===== src/rtl/mac_pkg.sv =====
// Shared types, defaults and width helper for the vector MAC unit.
package mac_pkg;

    typedef enum logic [1:0] {
        IDLE  = 2'd0,
        ACCUM = 2'd1,
        FLUSH = 2'd2,
        DONE  = 2'd3
    } mac_state_e;

    localparam int DEF_DATA_WIDTH = 8;
    localparam int DEF_LANES      = 4;
    localparam int DEF_ACC_WIDTH  = 24;
    localparam int DEF_LEN_WIDTH  = 8;

    // Width of the lane-product adder tree output.
    function automatic int red_width(input int data_width, input int lanes);
        return 2 * data_width + $clog2(lanes);
    endfunction

endpackage


===== src/rtl/mac_lane_mult.sv =====
// One registered unsigned lane multiplier with a valid bit (pipeline stage 1).
module mac_lane_mult
    import mac_pkg::*;
#(
    parameter int DATA_WIDTH = DEF_DATA_WIDTH
) (
    input  logic                    clk,
    input  logic                    rst_n,
    input  logic                    clr,
    input  logic                    in_valid,
    input  logic [DATA_WIDTH-1:0]   a,
    input  logic [DATA_WIDTH-1:0]   b,
    output logic [2*DATA_WIDTH-1:0] prod,
    output logic                    prod_valid
);

    logic [2*DATA_WIDTH-1:0] prod_r;
    logic                    prod_valid_r;
    logic [2*DATA_WIDTH-1:0] a_ext_s;
    logic [2*DATA_WIDTH-1:0] b_ext_s;

    assign a_ext_s = {{DATA_WIDTH{1'b0}}, a};
    assign b_ext_s = {{DATA_WIDTH{1'b0}}, b};

    // Product and valid register; clr discards any beat in flight.
    always_ff @(posedge clk or negedge rst_n) begin
        if (!rst_n) begin
            prod_r       <= {(2*DATA_WIDTH){1'b0}};
            prod_valid_r <= 1'b0;
        end else if (clr) begin
            prod_r       <= {(2*DATA_WIDTH){1'b0}};
            prod_valid_r <= 1'b0;
        end else begin
            prod_r       <= a_ext_s * b_ext_s;
            prod_valid_r <= in_valid;
        end
    end

    assign prod       = prod_r;
    assign prod_valid = prod_valid_r;

endmodule


===== src/rtl/mac_vector_unit.sv =====
// Multi-lane dot-product accumulator: operand capture, lane multipliers, adder tree, FSM.
// Optional build macro MAC_SATURATE_EN clamps the accumulator on overflow instead of wrapping.
module mac_vector_unit
    import mac_pkg::*;
#(
    parameter int DATA_WIDTH = DEF_DATA_WIDTH,
    parameter int LANES      = DEF_LANES,
    parameter int ACC_WIDTH  = DEF_ACC_WIDTH,
    parameter int LEN_WIDTH  = DEF_LEN_WIDTH
) (
    input  logic                          clk,
    input  logic                          rst_n,
    input  logic                          start,
    input  logic [LEN_WIDTH-1:0]          len,
    output logic                          start_ready,
    input  logic                          Clr,
    input  logic                          in_valid,
    output logic                          in_ready,
    input  logic [LANES*DATA_WIDTH-1:0]   Ain,
    input  logic [LANES*DATA_WIDTH-1:0]   Bin,
    output logic                          out_valid,
    input  logic                          out_ready,
    output logic [ACC_WIDTH-1:0]          Cout,
    output logic                          overflow
);

    localparam int RED_W = red_width(DATA_WIDTH, LANES);

    mac_state_e                  state_r, next_state_s;
    logic [LEN_WIDTH-1:0]        cnt_r;
    logic                        beat_v_r;
    logic [LANES*DATA_WIDTH-1:0] a_r, b_r;
    logic [ACC_WIDTH-1:0]        acc_r, acc_next_s, cout_r;
    logic                        ovf_r, ovf_next_s;
    logic                        start_ready_r, in_ready_r, out_valid_r;
    logic [2*DATA_WIDTH-1:0]     prod_s [LANES];
    logic [LANES-1:0]            prod_v_s;
    logic [RED_W-1:0]            tree_s;
    logic [ACC_WIDTH:0]          sum_s;
    logic                        accept_s, start_go_s;

    assign accept_s   = in_valid && in_ready_r;
    assign start_go_s = (state_r == IDLE) && start;

    for (genvar g = 0; g < LANES; g++) begin : g_lane
        mac_lane_mult #(.DATA_WIDTH(DATA_WIDTH)) u_mult (
            .clk        (clk),
            .rst_n      (rst_n),
            .clr        (Clr),
            .in_valid   (beat_v_r),
            .a          (a_r[g*DATA_WIDTH +: DATA_WIDTH]),
            .b          (b_r[g*DATA_WIDTH +: DATA_WIDTH]),
            .prod       (prod_s[g]),
            .prod_valid (prod_v_s[g])
        );
    end

    // Stage 2: reduce lane products and fold them into the accumulator.
    always_comb begin
        tree_s = {RED_W{1'b0}};
        for (int i = 0; i < LANES; i++) begin
            tree_s = tree_s + RED_W'(prod_s[i]);
        end
        sum_s      = {1'b0, acc_r} + (ACC_WIDTH+1)'(tree_s);
        acc_next_s = acc_r;
        ovf_next_s = ovf_r;
        if (|prod_v_s) begin
            ovf_next_s = ovf_r | sum_s[ACC_WIDTH];
`ifdef MAC_SATURATE_EN
            if (ovf_next_s) begin
                acc_next_s = {ACC_WIDTH{1'b1}};
            end else begin
                acc_next_s = sum_s[ACC_WIDTH-1:0];
            end
`else
            acc_next_s = sum_s[ACC_WIDTH-1:0];
`endif
        end else begin
            acc_next_s = acc_r;
        end
    end

    // Next-state logic; Clr overrides every other transition.
    always_comb begin
        next_state_s = state_r;
        if (Clr) begin
            next_state_s = IDLE;
        end else begin
            case (state_r)
                IDLE: begin
                    if (start) begin
                        next_state_s = (len == {LEN_WIDTH{1'b0}}) ? DONE : ACCUM;
                    end else begin
                        next_state_s = IDLE;
                    end
                end
                ACCUM: begin
                    if (accept_s && (cnt_r == LEN_WIDTH'(1'b1))) begin
                        next_state_s = FLUSH;
                    end else begin
                        next_state_s = ACCUM;
                    end
                end
                // Leave when the last product is being accumulated on this edge.
                FLUSH: begin
                    if (!beat_v_r) begin
                        next_state_s = DONE;
                    end else begin
                        next_state_s = FLUSH;
                    end
                end
                DONE: begin
                    if (out_ready) begin
                        next_state_s = IDLE;
                    end else begin
                        next_state_s = DONE;
                    end
                end
                default: next_state_s = IDLE;
            endcase
        end
    end

    // State and registered handshake outputs.
    always_ff @(posedge clk or negedge rst_n) begin
        if (!rst_n) begin
            state_r       <= IDLE;
            start_ready_r <= 1'b1;
            in_ready_r    <= 1'b0;
            out_valid_r   <= 1'b0;
        end else begin
            state_r       <= next_state_s;
            start_ready_r <= (next_state_s == IDLE);
            in_ready_r    <= (next_state_s == ACCUM);
            out_valid_r   <= (next_state_s == DONE);
        end
    end

    // Beat counter and operand capture register.
    always_ff @(posedge clk or negedge rst_n) begin
        if (!rst_n) begin
            cnt_r    <= {LEN_WIDTH{1'b0}};
            beat_v_r <= 1'b0;
            a_r      <= {(LANES*DATA_WIDTH){1'b0}};
            b_r      <= {(LANES*DATA_WIDTH){1'b0}};
        end else if (Clr) begin
            cnt_r    <= {LEN_WIDTH{1'b0}};
            beat_v_r <= 1'b0;
        end else begin
            beat_v_r <= accept_s;
            if (start_go_s) begin
                cnt_r <= len;
            end else if (accept_s) begin
                cnt_r <= cnt_r - LEN_WIDTH'(1'b1);
            end
            if (accept_s) begin
                a_r <= Ain;
                b_r <= Bin;
            end
        end
    end

    // Accumulator, sticky overflow and result register.
    always_ff @(posedge clk or negedge rst_n) begin
        if (!rst_n) begin
            acc_r  <= {ACC_WIDTH{1'b0}};
            ovf_r  <= 1'b0;
            cout_r <= {ACC_WIDTH{1'b0}};
        end else if (Clr || start_go_s) begin
            acc_r  <= {ACC_WIDTH{1'b0}};
            ovf_r  <= 1'b0;
            cout_r <= {ACC_WIDTH{1'b0}};
        end else begin
            acc_r <= acc_next_s;
            ovf_r <= ovf_next_s;
            if ((state_r == FLUSH) && (next_state_s == DONE)) begin
                cout_r <= acc_next_s;
            end
        end
    end

    assign start_ready = start_ready_r;
    assign in_ready    = in_ready_r;
    assign out_valid   = out_valid_r;
    assign Cout        = cout_r;
    assign overflow    = ovf_r;

endmodule


===== config.mk =====
export PLATFORM = sky130hd
export DESIGN_NAME = mac_vector_unit
export DESIGN_NICKNAME = d
export VERILOG_FILES = /design/src/rtl/mac_pkg.sv /design/src/rtl/mac_lane_mult.sv /design/src/rtl/mac_vector_unit.sv
export SDC_FILE = /design/constraint.sdc
export NUM_CORES = 1
export LEC_CHECK = 0
export BUFFER_PORTS_ARGS = -buffer_cell sky130_fd_sc_hd__buf_2
export CAP_MARGIN = 20
export CORE_ASPECT_RATIO = 1.25
export CORE_MARGIN = 5
export CORE_UTILIZATION = 55
export CTS_CLUSTER_DIAMETER = 80
export DETAILED_ROUTE_END_ITERATION = 10
export PLACE_DENSITY_LB_ADDON = 0.08
export SETUP_SLACK_MARGIN = 0.15
export SYNTH_ARGS = -nofsm -noshare
export SYNTH_HDL_FRONTEND = slang
export SYNTH_HIERARCHICAL = 1
export SYNTH_SLANG_ARGS = --single-unit

===== constraint.sdc =====
create_clock -name clk -period 7.15 [get_ports clk]
set_clock_uncertainty 0.15 [all_clocks]
set_input_delay 0.3575 -clock clk [delete_from_list [all_inputs] [get_ports clk]]
set_output_delay 0.3575 -clock clk [all_outputs]
set_load 0.01 [all_outputs]

==> run_summary.xml <==
<?xml version="1.0" encoding="UTF-8"?>
<metrics>
  <group name="clock_network">
    <metric name="cts_root_buf" unit="">clkbuf_16</metric>
    <metric name="cts_max_level" unit="">4</metric>
    <metric name="cts_tree" unit="">yes</metric>
    <metric name="clock_sink_count" unit="">195</metric>
    <metric name="clock_tree.buffer_depth" unit="">2</metric>
    <metric name="cts_repair_resize_count" unit="">0</metric>
    <metric name="clock_transition_at_the_register_clock_pins_on_the_worst_setup_and_hold_paths_after_cts" unit="ns">0.08</metric>
    <metric name="tritoncts.num_buffers" unit="">17</metric>
    <metric name="clk-insertion-delay-late" unit="ns">0.46</metric>
    <metric name="cts_setup_buffers" unit="">0</metric>
  </group>
  <group name="routing">
    <metric name="drtPass1Iterations" unit="">6</metric>
    <metric name="drc_errors" unit="">0</metric>
    <metric name="first_iter_violations" unit="">639</metric>
    <metric name="drt_total_wl" unit="mm">39.6</metric>
    <metric name="drt.antenna.violating_nets" unit="">0</metric>
    <metric name="wire_per_inst" unit="um">16.1</metric>
    <metric name="vias_per_cell" unit="">5.23</metric>
    <metric name="via_count" unit="">12900</metric>
  </group>
  <group name="min_path">
    <metric name="timing.hold.worst.class" unit="">in2reg</metric>
    <metric name="hold_path.startpoint" unit="">len[7]</metric>
    <metric name="worst_hold_path_depth" unit="">3</metric>
    <metric name="min_to" unit="">cnt_r[7]</metric>
  </group>
  <group name="setup_path">
    <metric name="worst-endpoint-arrival" unit="ns">4.77</metric>
    <metric name="crit_path_max_fanout" unit="">9</metric>
    <metric name="timing.critical_path.mode_cell" unit="">fa_1</metric>
    <metric name="crit_type" unit="">reg2reg</metric>
    <metric name="slack_of_the_worst_reg_to_reg_path" unit="ns">2.57</metric>
    <metric name="critical_path.cell_chain" unit="">and2_1, fa_1, fa_1, fa_1, inv_1, fa_1, inv_1, ha_1, a21o_1, a21o_1, a221oi_2, mux2_1</metric>
    <metric name="r2r_end" unit="">g_lane[2].u_mult/prod[12]</metric>
    <metric name="worstRegToRegCells" unit="">12</metric>
    <metric name="worst_path_max_delay_cell" unit="">fa_1</metric>
    <metric name="timing.critical_path.from_type" unit="">register</metric>
    <metric name="required" unit="ns">7.34</metric>
    <metric name="slowest_delay" unit="ns">0.54</metric>
    <metric name="reg2reg_from" unit="">b_r[23]</metric>
    <metric name="worst_setup_path_end_kind" unit="">register</metric>
  </group>
  <group name="global_route">
    <metric name="grt-busiest-layer" unit="">met2</metric>
    <metric name="pin_count_of_the_biggest_net_entering_global_routing" unit="">123</metric>
    <metric name="grt_pass1_vias" unit="">13900</metric>
    <metric name="use_met3" unit="">0.0309</metric>
    <metric name="use_met2" unit="">0.397</metric>
    <metric name="grt_overflow" unit="">0</metric>
    <metric name="use_met1" unit="">0.288</metric>
    <metric name="antenna_found_initial" unit="">1</metric>
    <metric name="first_pass_grt_wire_length" unit="mm">68.7</metric>
    <metric name="global_route.usage.total" unit="">0.224</metric>
  </group>
  <group name="synth">
    <metric name="main_synth_ff_type" unit="">dfrtp_1</metric>
    <metric name="yosys_warnings" unit="">6</metric>
    <metric name="synth-seq-cells" unit="">195</metric>
    <metric name="avgSynthCellArea" unit="sq um">9.77</metric>
    <metric name="synth_edf_count" unit="">0</metric>
    <metric name="synth.top_cell.area_share" unit="">0.265</metric>
    <metric name="share_of_flip_flops_with_an_asynchronous_set_or_reset_after_synthesis" unit="">1.00</metric>
    <metric name="synth.cell_area" unit="sq mm">0.0183</metric>
    <metric name="synth_cell_type_count" unit="">68</metric>
    <metric name="synth.largest_area_cell" unit="">dfrtp_1</metric>
    <metric name="synth_top_cells_by_area" unit="">dfrtp_1, fa_1, ha_1</metric>
    <metric name="ys_top_cells_by_count" unit="">inv_1, and2_1, dfrtp_1</metric>
    <metric name="synth_nets" unit="">2311</metric>
    <metric name="yosysMostFrequentCell" unit="">inv_1</metric>
    <metric name="postSynthCellCount" unit="">1873</metric>
    <metric name="ys_seq_area_frac" unit="">0.267</metric>
  </group>
  <group name="timing">
    <metric name="report.final.setup_viol" unit="">0</metric>
    <metric name="period_needed" unit="ns">4.58</metric>
    <metric name="timing.setup.tns" unit="ns">0</metric>
    <metric name="slew_viol_final" unit="">0</metric>
    <metric name="tightestPinTransition" unit="ns">0.962</metric>
    <metric name="hold_violations" unit="">0</metric>
    <metric name="maxSlewHeadroom" unit="">0.358</metric>
    <metric name="rsz0062_at_grt" unit="">false</metric>
    <metric name="maxClockFrequency" unit="MHz">218</metric>
    <metric name="ratio_of_final_minimum_period_to_clock_period" unit="">0.641</metric>
  </group>
  <group name="place">
    <metric name="routabilityCongestion" unit="">0.899</metric>
    <metric name="placement.io_buffers" unit="">105</metric>
    <metric name="dp_hpwl" unit="mm">30.8</metric>
  </group>
  <group name="floorplan">
    <metric name="floorplan.die.height" unit="um">214</metric>
    <metric name="rows" unit="">74</metric>
    <metric name="dieWidth" unit="um">173</metric>
    <metric name="floorplan.core_area" unit="sq mm">0.0328</metric>
    <metric name="total_die_area" unit="sq mm">0.0370</metric>
    <metric name="floorplan.io_pins" unit="">106</metric>
    <metric name="floorplan.initialDensity" unit="">0.558</metric>
  </group>
  <group name="layout">
    <metric name="multiInputGateArea" unit="sq mm">0.0118</metric>
    <metric name="fill_cells" unit="">2808</metric>
    <metric name="synthToLayoutAreaGrowth" unit="%">11.8</metric>
    <metric name="num_antenna_cells" unit="">0</metric>
    <metric name="layout.nets" unit="">2463</metric>
    <metric name="regArea" unit="sq mm">0.00488</metric>
    <metric name="fraction_of_layout_instances_using_a_drive_strength_above_1" unit="">0.119</metric>
  </group>
  <group name="job">
    <metric name="timing.max_cap.violations" unit="">0</metric>
  </group>
  <group name="outcome">
    <metric name="run_status" unit="">completed</metric>
  </group>
</metrics>
cell families (layout without fill, tap and decap cells):
kind of cell,after synthesis,after routing,share of synthesized area
AO/OA/AOI/OAI,243,243,0.0901
XOR/XNOR,45,45,0.0215
adder cells (fa/ha/maj),360,360,0.325
buffers and inverters,409,574,0.0862
flip-flops,195,195,0.267
multiplexers,83,83,0.0510
AND/OR/NAND/NOR,538,538,0.160
flip-flops by register name, summed over array words and instances, names as in the netlist:
signal and count:
Cout 24, a_r 32, acc_r 24, b_r 32, beat_v_r 1, cnt_r 8, g_lane.u_mult/prod 64, g_lane.u_mult/prod_valid 4
in_ready 1, out_valid 1, overflow 1, start_ready 1, state_r 2
how the worst max path moves through the flow:
stage | to | start | depth (start not counted) | slack, ns
2_1_floorplan | g_lane[2].u_mult/prod[12] | b_r[23] | 12 | 2.80
3_3_place_gp | g_lane[1].u_mult/prod[12] | a_r[10] | 12 | 2.61
3_5_place_dp | g_lane[2].u_mult/prod[12] | b_r[23] | 12 | 2.57
4_1_cts | g_lane[2].u_mult/prod[12] | b_r[23] | 12 | 2.55
5_1_grt | g_lane[1].u_mult/prod[14] | a_r[10] | 13 | 2.37
6_report | g_lane[2].u_mult/prod[12] | b_r[23] | 12 | 2.57
layer usage:
layer	routed length, um	up-vias
met5	0	-
met4	917	0
met3	1120	53
met2	20300	210
met1	17300	6284
li1	-	6310
critical path: cells and delay by family, from the launching register on:
kind	cells	cell delay, ns
buffers and inverters	2	0.09
multiplexers	1	0.35
AO/OA/AOI/OAI	3	0.72
AND/OR/NAND/NOR	1	0.22
flip-flops	1	0.47
adder cells (fa/ha/maj)	5	2.46
layout make-up:
class | instances | area share
Multi-Input combinational cell | 1269 | 0.579
Sequential cell | 195 | 0.239
Inverter | 363 | 0.0666
Timing Repair Buffer | 179 | 0.0615
Tap cell | 418 | 0.0256
Clock buffer | 17 | 0.0208
Clock inverter | 15 | 0.00771
repair_timing:
item                                   in CTS  in global routing
setup endpoints to repair                   0                  0
hold buffers                               66                  0
endpoints found under the hold margin     186                  0
stage by stage:
step	hold slack, ns	cells	cell area [sq um]	utilization	setup WS (ns)
floorplan	-0.0881	1873	18300	-	2.80
global placement	0.321	2358	19200	0.586	2.61
detailed placement	0.329	2358	19200	0.586	2.57
CTS	0.00461	2456	20500	0.624	2.55
global route	0.0199	2456	20500	0.624	2.37
finish	0.0277	2456	20500	0.624	2.57
cells in the final DEF (no fill, tap or decap), drive strengths merged, types with 5 or more instances in the layout:
cell type and n:
inv 373, ha 169, buf 112, o211a 5, nor4 6, clkbuf 18
xnor2 24, nor3 15, nand2 103, xor2 21, o21ai 44, fa 191
nor3b 10, nand3 23, a221oi 5, or3 6, nand4 10, and2 203
dlygate4sd3 66, o21bai 6, and4 12, a21oi 84, nor2b 35, dfrtp 194
a41o 5, and3 7, a21o 32, a211oi 17, o211ai 8, mux2 81
nor2 93, a31oi 12
Power is not shown: default switching activity piles up to over one toggle a cycle in this logic, so the estimate is an artifact.
